--- config.mk ---
export PLATFORM = sky130hd
export DESIGN_NAME = in_deser
export DESIGN_NICKNAME = d
export VERILOG_FILES = /design/src/rtl/in_deser.sv
export SDC_FILE = /design/constraint.sdc
export NUM_CORES = 1
export LEC_CHECK = 0
export BUFFER_PORTS_ARGS = -buffer_cell sky130_fd_sc_hd__buf_2
export CORE_MARGIN = 1
export CORE_UTILIZATION = 35
export CTS_CLUSTER_DIAMETER = 50
export DETAILED_ROUTE_END_ITERATION = 10
export GPL_TIMING_DRIVEN = 0
export PLACE_DENSITY = 0.62
export SYNTH_ARGS = -nofsm -noshare
export SYNTH_HDL_FRONTEND = slang
export SYNTH_SLANG_ARGS = --single-unit
export TNS_END_PERCENT = 50
--- constraint.sdc ---
create_clock -name clk -period 2.7 [get_ports clk]
set_input_delay 0.54 -clock clk [delete_from_list [all_inputs] [get_ports clk]]
set_output_delay 0.54 -clock clk [all_outputs]
set_load 0.02 [all_outputs]
--- src/rtl/in_deser.sv ---
// Serial-to-parallel input deserializer with sync-word alignment and valid/ready output.
// Optional bitslip port and logic enabled by defining IN_DESER_BITSLIP_EN.
//
// state   | meaning
// HUNT    | searching shifted stream for SYNC_WORD, locked=0, no words emitted
// LOCK    | aligned, counting WIDTH bits per word, locked=1
module in_deser #(
  parameter int              WIDTH     = 8,
  parameter logic [WIDTH-1:0] SYNC_WORD = WIDTH'(8'hA5),
  parameter bit              MSB_FIRST = 1'b1
) (
  input  logic             clk,
  input  logic             rst_n,
  input  logic             dataIn,
  input  logic             en,
  input  logic             align_req,
  input  logic             ready,
`ifdef IN_DESER_BITSLIP_EN
  input  logic             bitslip,
`endif
  output logic [WIDTH-1:0] dataOut,
  output logic             valid,
  output logic             locked,
  output logic             overflow
);

  localparam int CW = (WIDTH > 1) ? $clog2(WIDTH) : 1;

  typedef enum logic {ST_HUNT, ST_LOCK} state_t;

  state_t           r_state;
  logic [WIDTH-1:0] r_sreg;
  logic [CW-1:0]    r_bit_cnt;
  logic [WIDTH-1:0] r_data;
  logic             r_valid;
  logic             r_overflow;

  logic [WIDTH-1:0] w_next;
  logic             w_slip;
  logic             w_shift;
  logic             w_match;
  logic             w_complete;
  logic             w_take;

`ifdef IN_DESER_BITSLIP_EN
  assign w_slip = bitslip;
`else
  assign w_slip = 1'b0;
`endif

  always_comb begin
    w_next = r_sreg;
    if (MSB_FIRST) w_next = {r_sreg[WIDTH-2:0], dataIn};
    else           w_next = {dataIn, r_sreg[WIDTH-1:1]};
  end

  // A slipped bit is simply never shifted in; align_req overrides the slip.
  assign w_shift    = en && !((r_state == ST_LOCK) && w_slip && !align_req);
  assign w_match    = w_shift && (r_state == ST_HUNT) && !align_req && (w_next == SYNC_WORD);
  assign w_complete = w_shift && (r_state == ST_LOCK) && !align_req &&
                      (r_bit_cnt == CW'(WIDTH-1));
  assign w_take     = r_valid && ready;

  always_ff @(posedge clk or negedge rst_n) begin
    if (!rst_n) begin
      r_state    <= ST_HUNT;
      r_sreg     <= '0;
      r_bit_cnt  <= '0;
      r_data     <= '0;
      r_valid    <= 1'b0;
      r_overflow <= 1'b0;
    end else begin
      if (w_shift) r_sreg <= w_next;

      if (align_req) begin
        r_state   <= ST_HUNT;
        r_bit_cnt <= '0;
      end else if (r_state == ST_HUNT) begin
        if (w_match) begin
          r_state   <= ST_LOCK;
          r_bit_cnt <= '0;
        end
      end else if (w_shift) begin
        r_bit_cnt <= w_complete ? '0 : r_bit_cnt + 1'b1;
      end

      // Holding register is free when empty or being drained this same edge.
      if (w_complete && (!r_valid || ready)) begin
        r_data  <= w_next;
        r_valid <= 1'b1;
      end else begin
        if (w_complete) r_overflow <= 1'b1;
        if (w_take)     r_valid    <= 1'b0;
      end
    end
  end

  assign dataOut  = r_data;
  assign valid    = r_valid;
  assign locked   = (r_state == ST_LOCK);
  assign overflow = r_overflow;

endmodule

==> impl_results.md, run 1 <==
- Hold Vio Cnt, Final: 0
- CTS root buf: clkbuf_4
- Unrepaired setup endpoints after global routing: no
- Outcome: completed
- Global-route wire length before repair: 2420 um
- Slew headroom: 69.6%
- WL final: 1470 um
- Fin nets: 93
- Fin crit period: 1.66 ns
- Final ANT Viol Nets: 0
- Cell internal pwr: 0.427 mW
- Setup Crit Path Kind: flip-flop to flip-flop
- Starting Density: 37.5%
- YS warnings: 0
- CTS Buf Count: 3
- Largest net degree at the start of global routing: 22
- Sequential power share: 64.3%
- Highest Clock Rate: 602 MHz
- Core ar.: 2500 um2
- Clock share of power: 26.5%
- Avg Inst Size Synth: 14.7 um2
- GPL Wtd Cong: 0.650
- Post-CTS Hold Fix Bufs: 0
- CP max stage cell: dfrtp_1
- Top cells by area, synth: dfrtp_1, mux2_4, mux2_2
- Synth-to-layout area growth: 15.5%
- Share of cells above drive strength 1: 46.4%
- Wire length per cell: 12.9 um
- Flops & latches, synth: 21
- Residual DRC: 0
- DIE WIDTH: 53.8 um
- Power Density: 523 nW/um2
- Startpoint Class: flip-flop
- CP peak stage delay: 0.41 ns
- Setup Skew: 0.00565 ns
- Max clock buf depth: 2
- Filler cells: 237
- Gate power share: 9.2%
- Reg clk slew, reported paths: 0.12 ns
- IO buf count: 16
- Post-Syn Nets: 72
- Library cells used by synthesis: 21
- Maximum VDD drop: 377 uV
- CP Data Arrival Time: 1.85 ns
- Final worst-path cycle share: 61.5%
- Clock Latency Late Sink: 0.30 ns
- Final setup vio count: 0
- CTS tree: done
- # diodes: 0
- CTS H-tree depth: 1
- Core Util, Final: 43.3%
- Synthesized instance count: 64
- Cell area after synthesis: 938 um2
- Row cnt: 18
- Worst-path fanout max: 8
- Sw Ratio: 24.5%
- Die Area: 2890 um2
- WP data required: 2.89 ns
- Slew Viols, Final: 0
- P_sw: 0.139 mW
- Via count: 562
- Synth area leader: dfrtp_1
- Leak: 0.593 nW
- Initial antenna violation count: 0
- Post-CTS Setup Inserts: 0
- Cell chain of the critical path: ha_1 -> ha_1 -> nand4b_4 -> nor2b_2 -> buf_6 -> mux2_4
- Pwr Total: 0.566 mW
- Max-cap viol count: 0
- GRT Util Overall: 12.1%
- # clock sinks: 21
- Pre-antenna DRT Iters: 3
- HP Class: input port to async pin
- Vias in the first global route: 534
- Setup TNS Final: 0 ns
- Initial drt markers: 7
- Post-cts resize count: 0
- Sequential area share after synthesis: 56.0%
- Most frequent CP cell: ha_1
- I/O pin cnt: 17
- Vias per cell: 4.93
- Die height: 53.8 um
- Grt ovf: 0
- Slew at the pin with the worst max-slew slack: 0.457 ns
- CP endpoint kind: flip-flop
- Yosys top cell area share: 56.0%
## layout by cell type (no fill, tap or decap), types with 2 or more instances in the layout
cell type / synthesis / final
nand2_1: 4 / 4
a21oi_1: 3 / 3
mux2_4: 8 / 8
o22ai_1: 3 / 3
nor2_1: 2 / 2
ha_1: 2 / 2
nand4bb_1: 2 / 2
mux2_2: 7 / 7
buf_2: 0 / 16
dfrtp_1: 21 / 21
clkbuf_4: 0 / 3
## critical path: cells and delay by family, from the launching register on
kind,cells,cell delay (ns)
adder cells (fa/ha/maj),2,0.39
buffers and inverters,1,0.17
flip-flops,1,0.41
multiplexers,1,0.31
AND/OR/NAND/NOR,2,0.28
## power groups by stage
stage	clock, mW	combinational, mW	sequential, mW
6_report	0.150	0.0522	0.364
5_1_grt	0.179	0.0583	0.369
4_1_cts	0.155	0.0532	0.364
3_5_place_dp	0	0.0532	0.370
3_3_place_gp	0	0.0520	0.370
2_1_floorplan	0	0.0376	0.363
## path summary, 6_finish.rpt
path | from | end | slack, ns | depth (start not counted)
worst max-delay path | r_bit_cnt[0] | dataOut[4] | 1.04 | 6
worst min-delay path | rst_n | r_sreg[2] | 0.17 | 1
worst max register to register | r_bit_cnt[0] | dataOut[4] | 1.04 | 6
worst min register to register | overflow | overflow | 0.49 | 1
max in group asynchronous | rst_n | r_sreg[3] | 2.22 | 1
min in group clk | overflow | overflow | 0.49 | 1
## kinds of logic after synthesis
kind of cell	Yosys count	share of synthesized area, %
AND/OR/NAND/NOR	15	12.3
adder cells (fa/ha/maj)	2	2.67
buffers and inverters	3	2.40
flip-flops	21	56.0
AO/OA/AOI/OAI	8	5.47
multiplexers	15	21.2
## synth_stat cells, drive strengths merged
cell / number
ha: 2
dfrtp: 21
nor3: 1
a21oi: 3
mux2: 15
o21bai: 1
nand2: 4
o22ai: 3
buf: 2
nor2b: 1
nor2: 2
and4b: 1
nand4bb: 2
inv: 1
o21ba: 1
nor4bb: 1
nand2b: 1
nand4b: 1
and3: 1
## routing by layer
metal	vias up	part of all wire, %	global-route usage [%]
met2	8	45	17.7
met4	0	0	5.26
li1	275	-	-
met3	0	3.7	3.39
met1	279	51	16.6
met5	-	0	0
## layout make-up
class / count / area, um2 / share of cell area (%)
Buffer: 2 / 18.8 / 1.73
Clock buffer: 3 / 22.5 / 2.08
Clock inverter: 1 / 5.00 / 0.462
Inverter: 1 / 3.75 / 0.346
Multi-Input combinational cell: 40 / 390 / 36.0
Sequential cell: 21 / 526 / 48.5
Tap cell: 30 / 37.5 / 3.46
Timing Repair Buffer: 16 / 80.1 / 7.39
## registers in the layout, indices dropped and copies added (netlist names)
signal	cells
overflow	1
dataOut	8
locked	1
r_sreg	7
valid	1
r_bit_cnt	3
## per-stage QoR
stage | std cells | hold WS [ns] | setup slack (ns) | area, um2
after floorplan | 64 | 0.244 | 1.17 | 938
after CTS | 114 | 0.182 | 1.03 | 1080
after global routing | 114 | 0.171 | 0.956 | 1080
final | 114 | 0.169 | 1.04 | 1080
after detailed placement | 110 | 0.457 | 1.05 | 1060
after global placement | 110 | 0.457 | 1.06 | 1060
(Power assumes the default switching activity.)
==> inputs of run 2 (changes only) <==
- clock period: 2.7 -> 1.6 ns (I/O delays scaled with it)
==> impl_results.md, run 2 (synthesized netlist as in run 1, its figures left out) <==
- Starting Density: 37.5% (unchanged)
- CP peak stage delay: 0.39 ns (was 0.41 ns)
- Final worst-path cycle share: 97.1% (was 61.5%)
- Most frequent cells in the layout: dfrtp_1, buf_2, mux2_4 (unchanged)
- Fin crit period: 1.55 ns (was 1.66 ns)
- Worst slack, placed: -0.0501 ns (was 1.05 ns)
- Residual DRC: 0 (unchanged)
- Die height: 53.8 um (unchanged)
- Via count: 589 (was 562)
- Pwr Total: 0.964 mW (was 0.566 mW)
- Slew Viols, Final: 0 (unchanged)
- Core ar.: 2500 um2 (unchanged)
- Leak: 0.592 nW (was 0.593 nW)
- Slew headroom: 69.1% (was 69.6%)
- Setup Crit Path Kind: flip-flop to flip-flop (unchanged)
- Share of cells above drive strength 1: 50.6% (was 46.4%)
- Unrepaired setup endpoints after global routing: yes (was no)
- Maximum VDD drop: 652 uV (was 377 uV)
- Multi-input logic area: 405 um2 (was 390 um2)
- Synth-to-layout area growth: 21.3% (was 15.5%)
- Hold endpoint: r_bit_cnt[1]
- DIE WIDTH: 53.8 um (unchanged)
- Post-route setup slack: 0.0471 ns (was 1.04 ns)
- Clock Latency Late Sink: 0.31 ns (was 0.30 ns)
- CTS root buf: clkbuf_4 (unchanged)
- Reg2Reg Depth: 6 (unchanged)
- Slew at the pin with the worst max-slew slack: 0.464 ns (was 0.457 ns)
- CTS H-tree depth: 1 (unchanged)
- CP Buf/Inv Count: 1 (unchanged)
- Die Area: 2890 um2 (unchanged)
- Clock share of power: 26.8% (was 26.5%)
- Largest net degree at the start of global routing: 22 (unchanged)
- Worst-path fanout max: 8 (unchanged)
- Sw Ratio: 25.0% (was 24.5%)
- GPL Wtd Cong: 0.650 (unchanged)
- WL final: 1560 um (was 1470 um)
- Setup slack, reg-to-reg: 0.05 ns (was 1.04 ns)
- Vias in the first global route: 553 (was 534)
- Placed Cells incl. Taps: 110 (unchanged)
- Storage element area: 526 um2 (unchanged)
- Cell internal pwr: 0.723 mW (was 0.427 mW)
- Fin cells: 119 (was 114)
- Filler cells: 231 (was 237)
- Startpoint Class: flip-flop (unchanged)
- I/O pin cnt: 17 (unchanged)
- Reg-to-Reg Start: r_bit_cnt[0] (unchanged)
- Final setup vio count: 0 (unchanged)
- Hold Vio Cnt, Final: 0 (unchanged)
- Cell chain of the critical path: ha_2 -> ha_4 -> nand4b_4 -> nor2b_2 -> buf_6 -> mux2_4 (was ha_1 -> ha_1 -> nand4b_4 -> nor2b_2 -> buf_6 -> mux2_4)
- Uppermost layer routed: met4 (was met3)
- CP endpoint kind: flip-flop (unchanged)
- WP data required: 1.80 ns (was 2.89 ns)
- Outcome: completed (unchanged)
- Max clock buf depth: 2 (unchanged)
- Reg2reg end: dataOut[4] (unchanged)
- Vias per cell: 4.95 (was 4.93)
- Fin nets: 98 (was 93)
- Wl on met1: 794 um (was 755 um)
- # clock sinks: 21 (unchanged)
- CP max stage cell: dfrtp_1 (unchanged)
- Hold depth: 2
- P_sw: 0.241 mW (was 0.139 mW)
- CTS Buf Count: 3 (unchanged)
- Power Density: 847 nW/um2 (was 523 nW/um2)
- Commonest non-fill, non-tap cell in the layout: dfrtp_1 (unchanged)
- IO buf count: 16 (unchanged)
- Setup Skew: 0.00426 ns (was 0.00565 ns)
- Max-cap viol count: 0 (unchanged)
- Reg clk slew, reported paths: 0.12 ns (about the same)
- Global-route wire length before repair: 2500 um (was 2420 um)
- Core Util, Final: 45.5% (was 43.3%)
- GRT Util Overall: 12.5% (was 12.1%)
- Largest register FFs: 8 (unchanged)
- HP Class: input port to flip-flop (was input port to async pin)
- CTS tree: done (unchanged)
- Final ANT Viol Nets: 0 (unchanged)
- Pre-antenna DRT Iters: 2 (was 3)
- Initial antenna violation count: 0 (unchanged)
- Family with the most delay on the worst path: flip-flops (unchanged)
- DR WL met2: 682 um (was 663 um)
- Sequential power share: 63.8% (was 64.3%)
- # diodes: 0 (unchanged)
- HP Start: align_req
- Wire length per cell: 13.1 um (was 12.9 um)
- Met3 wire length: 57 um (was 55 um)
- Highest Clock Rate: 644 MHz (was 602 MHz)
- Grt ovf: 0 (unchanged)
- Gate power share: 9.5% (was 9.2%)
- CP Data Arrival Time: 1.75 ns (was 1.85 ns)
- Row cnt: 18 (unchanged)
- Initial drt markers: 5 (was 7)
run 2: per-layer routing:
metal | global-route usage, % | up-vias
met5 | 0 | -
met4 | 5.26 | 0
met3 | 3.39 | 2
met2 | 18.7 | 10
met1 | 16.8 | 293
li1 | - | 284
run 2: through the flow:
stage	hold slack [ns]	setup TNS, ns	cell area (um2)
2_1_floorplan	0.0244	0	938
3_3_place_gp	0.297	-0.288	1060
3_5_place_dp	0.299	-0.345	1060
4_1_cts	0.269	0	1120
5_1_grt	0.253	-0.114	1140
6_report	0.272	0	1140
run 2: how the worst max path moves through the flow:
stage            startpoint          to  slack, ns  cells after the start
2_1_floorplan  r_bit_cnt[0]  dataOut[0]       0.07                      6
3_3_place_gp   r_bit_cnt[0]  dataOut[5]      -0.04                      6
3_5_place_dp   r_bit_cnt[0]  dataOut[4]      -0.05                      6
4_1_cts        r_bit_cnt[0]  dataOut[4]       0.01                      6
5_1_grt        r_bit_cnt[0]  dataOut[3]      -0.02                      6
6_report       r_bit_cnt[0]  dataOut[4]       0.05                      6
run 2: what timing repair did:
| action | CTS | global route |
|---|---|---|
| setup buffers | 2 | 2 |
| gates resized for setup | 2 | 1 |
| hold buffers | 1 | 0 |
| pin swaps | 0 | 2 |
| hold endpoints to repair | 21 | 0 |
| endpoints found under the setup margin | 8 | 8 |
run 2: layout make-up:
cell class	count	area share (%)
Clock inverter	1	0.440
Buffer	2	1.65
Timing Repair Buffer	21	10.5
Tap cell	30	3.30
Inverter	1	0.330
Multi-Input combinational cell	40	35.6
Sequential cell	21	46.2
Clock buffer	3	1.98
run 2: power by group through the flow:
stage	Clock, mW	Combinational [mW]	Sequential, mW
after CTS	0.262	0.0922	0.614
final	0.258	0.0912	0.615
after global placement	0	0.0878	0.624
after floorplan	0	0.0634	0.612
after detailed placement	0	0.0898	0.625
after global routing	0.303	0.101	0.622
==> inputs of run 3 (changes only) <==
- ABC_AREA: unset -> 1
==> impl_results.md, run 3 <==
- CP Data Arrival Time: 1.68 ns (was 1.75 ns)
- WL final: 1590 um (was 1560 um)
- Fin crit period: 1.45 ns (was 1.55 ns)
- Final setup vio count: 0 (unchanged)
- Leak: 0.584 nW (was 0.592 nW)
- Clock Latency Late Sink: 0.29 ns (was 0.31 ns)
- Synthesized instance count: 101 (was 64)
- Reg clk slew, reported paths: 0.11 ns (was 0.12 ns)
- CTS Buf Count: 3 (unchanged)
- Most frequent cells in the layout: nand2_1, dfrtp_1, buf_2 (was dfrtp_1, buf_2, mux2_4)
- Max clock buf depth: 2 (unchanged)
- Most common library cells after synthesis: nand2_1, dfrtp_1, inv_1 (was dfrtp_1, mux2_4, mux2_2)
- Slew at the pin with the worst max-slew slack: 0.454 ns (was 0.464 ns)
- Fin cells: 152 (was 119)
- CP Launch Point: r_bit_cnt[0] (unchanged)
- GRT Util Overall: 13.4% (was 12.5%)
- Flops & latches, synth: 21 (unchanged)
- Startpoint Class: flip-flop (unchanged)
- CTS tree: done (unchanged)
- Unrepaired setup endpoints after global routing: no (was yes)
- Synth area leader: dfrtp_1 (unchanged)
- Grt ovf: 0 (unchanged)
- # diodes: 0 (unchanged)
- HP Class: input port to flip-flop (unchanged)
- Max-cap viol count: 0 (unchanged)
- Maximum VDD drop: 299 uV (was 652 uV)
- Worst-path fanout max: 10 (was 8)
- Slew Viols, Final: 0 (unchanged)
- Vias per cell: 4.59 (was 4.95)
- Global-route wire length before repair: 2700 um (was 2500 um)
- Die Area: 2840 um2 (was 2890 um2)
- Highest Clock Rate: 691 MHz (was 644 MHz)
- Via count: 697 (was 589)
- Library cells used by synthesis: 14 (was 21)
- Sequential area share after synthesis: 57.1% (was 56.0%)
- Cell chain of the critical path: ha_1 -> ha_1 -> nand2_2 -> nor2_4 -> nand2_2 -> buf_6 -> nand2_1 -> o21ai_2 (was ha_2 -> ha_4 -> nand4b_4 -> nor2b_2 -> buf_6 -> mux2_4)
- Core ar.: 2480 um2 (was 2500 um2)
- WP data required: 1.83 ns (was 1.80 ns)
- HP Start: dataIn (was align_req)
- Storage element area: 526 um2 (unchanged)
- Top-count cell post-synth: nand2_1 (was dfrtp_1)
- CP endpoint kind: flip-flop (unchanged)
- Core Util, Final: 43.4% (was 45.5%)
- Placed Cells incl. Taps: 147 (was 110)
- Largest net degree at the start of global routing: 22 (unchanged)
- HPWL Detailed: 1210 um
- Synth async-reset ratio: 100% (unchanged)
- Post-Syn Nets: 109 (was 72)
- Initial drt markers: 14 (was 5)
- Wire length per cell: 10.4 um (was 13.1 um)
- Largest register FFs: 8 (unchanged)
- CP peak stage delay: 0.41 ns (was 0.39 ns)
- Setup TNS Final: 0 ns (unchanged)
- Post-synth EDFFs: 0 (unchanged)
- YS warnings: 0 (unchanged)
- Synth-to-layout area growth: 16.7% (was 21.3%)
- CTS H-tree depth: 1 (unchanged)
- CTS root buf: clkbuf_4 (unchanged)
- Starting Density: 37.2% (was 37.5%)
- Hold Vio Cnt, Final: 0 (unchanged)
- Outcome: completed (unchanged)
- # clock sinks: 21 (unchanged)
- CP max stage cell: dfrtp_1 (unchanged)
- Family with the most delay on the worst path: flip-flops (unchanged)
- Final ANT Viol Nets: 0 (unchanged)
- DIE WIDTH: 53.3 um (was 53.8 um)
- Initial antenna violation count: 0 (unchanged)
- Pre-antenna DRT Iters: 4 (was 2)
- Fin nets: 131 (was 98)
- Die height: 53.3 um (was 53.8 um)
- Yosys top cell area share: 57.1% (was 56.0%)
- IO buf count: 16 (unchanged)
- Prevailing post-synth register cell: dfrtp_1 (unchanged)
- Multi-input logic area: 339 um2 (was 405 um2)
- Filler cells: 259 (was 231)
- Reg-to-Reg Start: r_bit_cnt[0] (unchanged)
- Cell area after synthesis: 921 um2 (was 938 um2)
- I/O pin cnt: 17 (unchanged)
- Setup slack, reg-to-reg: 0.15 ns (was 0.05 ns)
- Power Density: 829 nW/um2 (was 847 nW/um2)
- Row cnt: 18 (unchanged)
- Setup Crit Path Kind: flip-flop to flip-flop (unchanged)
- Residual DRC: 0 (unchanged)
- Top cells by area, synth: dfrtp_1, nand2_1, o21ai_2 (was dfrtp_1, mux2_4, mux2_2)
- CP Buf/Inv Count: 1 (unchanged)
- Vias in the first global route: 655 (was 553)
- Commonest non-fill, non-tap cell in the layout: nand2_1 (was dfrtp_1)
- Slew headroom: 69.7% (was 69.1%)
- Share of cells above drive strength 1: 25.4% (was 50.6%)
- Setup Skew: 0.00261 ns (was 0.00426 ns)
- Avg Inst Size Synth: 9.12 um2 (was 14.7 um2)
- GPL Wtd Cong: 0.708 (was 0.650)
- Final worst-path cycle share: 90.4% (was 97.1%)
run 3: worst reg2reg max path: cells and delay by family, from the launching register on:
family | cells | cell delay [ns]
flops | 1 | 0.41
fa+ha+maj | 2 | 0.40
simple gates | 4 | 0.34
buf+inv | 1 | 0.18
compound gates | 1 | 0.05
run 3: layer usage:
layer	GRT usage (%)	vias up	wire length (um)
met5	0	-	0
met4	5.26	0	13
met3	3.45	2	63
met2	21.7	14	705
met1	16.8	321	803
li1	-	360	-
run 3: per-stage QoR:
step / setup slack, ns / power [mW] / hold WS (ns) / area, um2
final: 0.153 / 0.891 / 0.303 / 1070
after global routing: 0.0387 / 0.943 / 0.285 / 1070
after CTS: 0.143 / 0.899 / 0.295 / 1070
after detailed placement: 0.169 / 0.655 / 0.296 / 1040
after global placement: 0.193 / 0.652 / 0.296 / 1040
after floorplan: 0.276 / 0.621 / 0.0244 / 921
run 3: area by class of cell:
class / instances / share of cell area [%]
clock buffer: 4 / 2.44
timing repair buffer: 17 / 8.38
sequential: 21 / 48.9
buffer: 2 / 1.40
multi-input combinational: 67 / 31.5
tap: 30 / 3.49
inverter: 11 / 3.84
run 3: path summary, 6_finish.rpt:
check / endpoint / cells past startpoint
min in group asynchronous: dataOut[4] / 2
max reg2reg: dataOut[7] / 8
max in group asynchronous: dataOut[0] / 2
min reg2reg: overflow / 1
max: dataOut[7] / 8
min: dataOut[0] / 3
run 3: cell families after synthesis:
group / after synthesis / synth area share, %
compound gates: 16 / 11.8
fa+ha+maj: 2 / 2.72
buf+inv: 13 / 6.11
flops: 21 / 57.1
simple gates: 49 / 22.3
run 3: report_power, final:
group	switching [mW]	total (mW)	internal, mW	leakage [nW]
logic	0.0559	0.0788	0.0229	0.284
registers	0.0137	0.567	0.554	0.285
clock network	0.148	0.245	0.0968	0.0150
run 3: timing repair:
action / in CTS / in global routing
hold endpoints to repair: 21 / 0
hold buffers: 1 / 0
gates resized for setup: 0 / 0
setup buffers: 0 / 0
setup endpoints to repair: 0 / 0
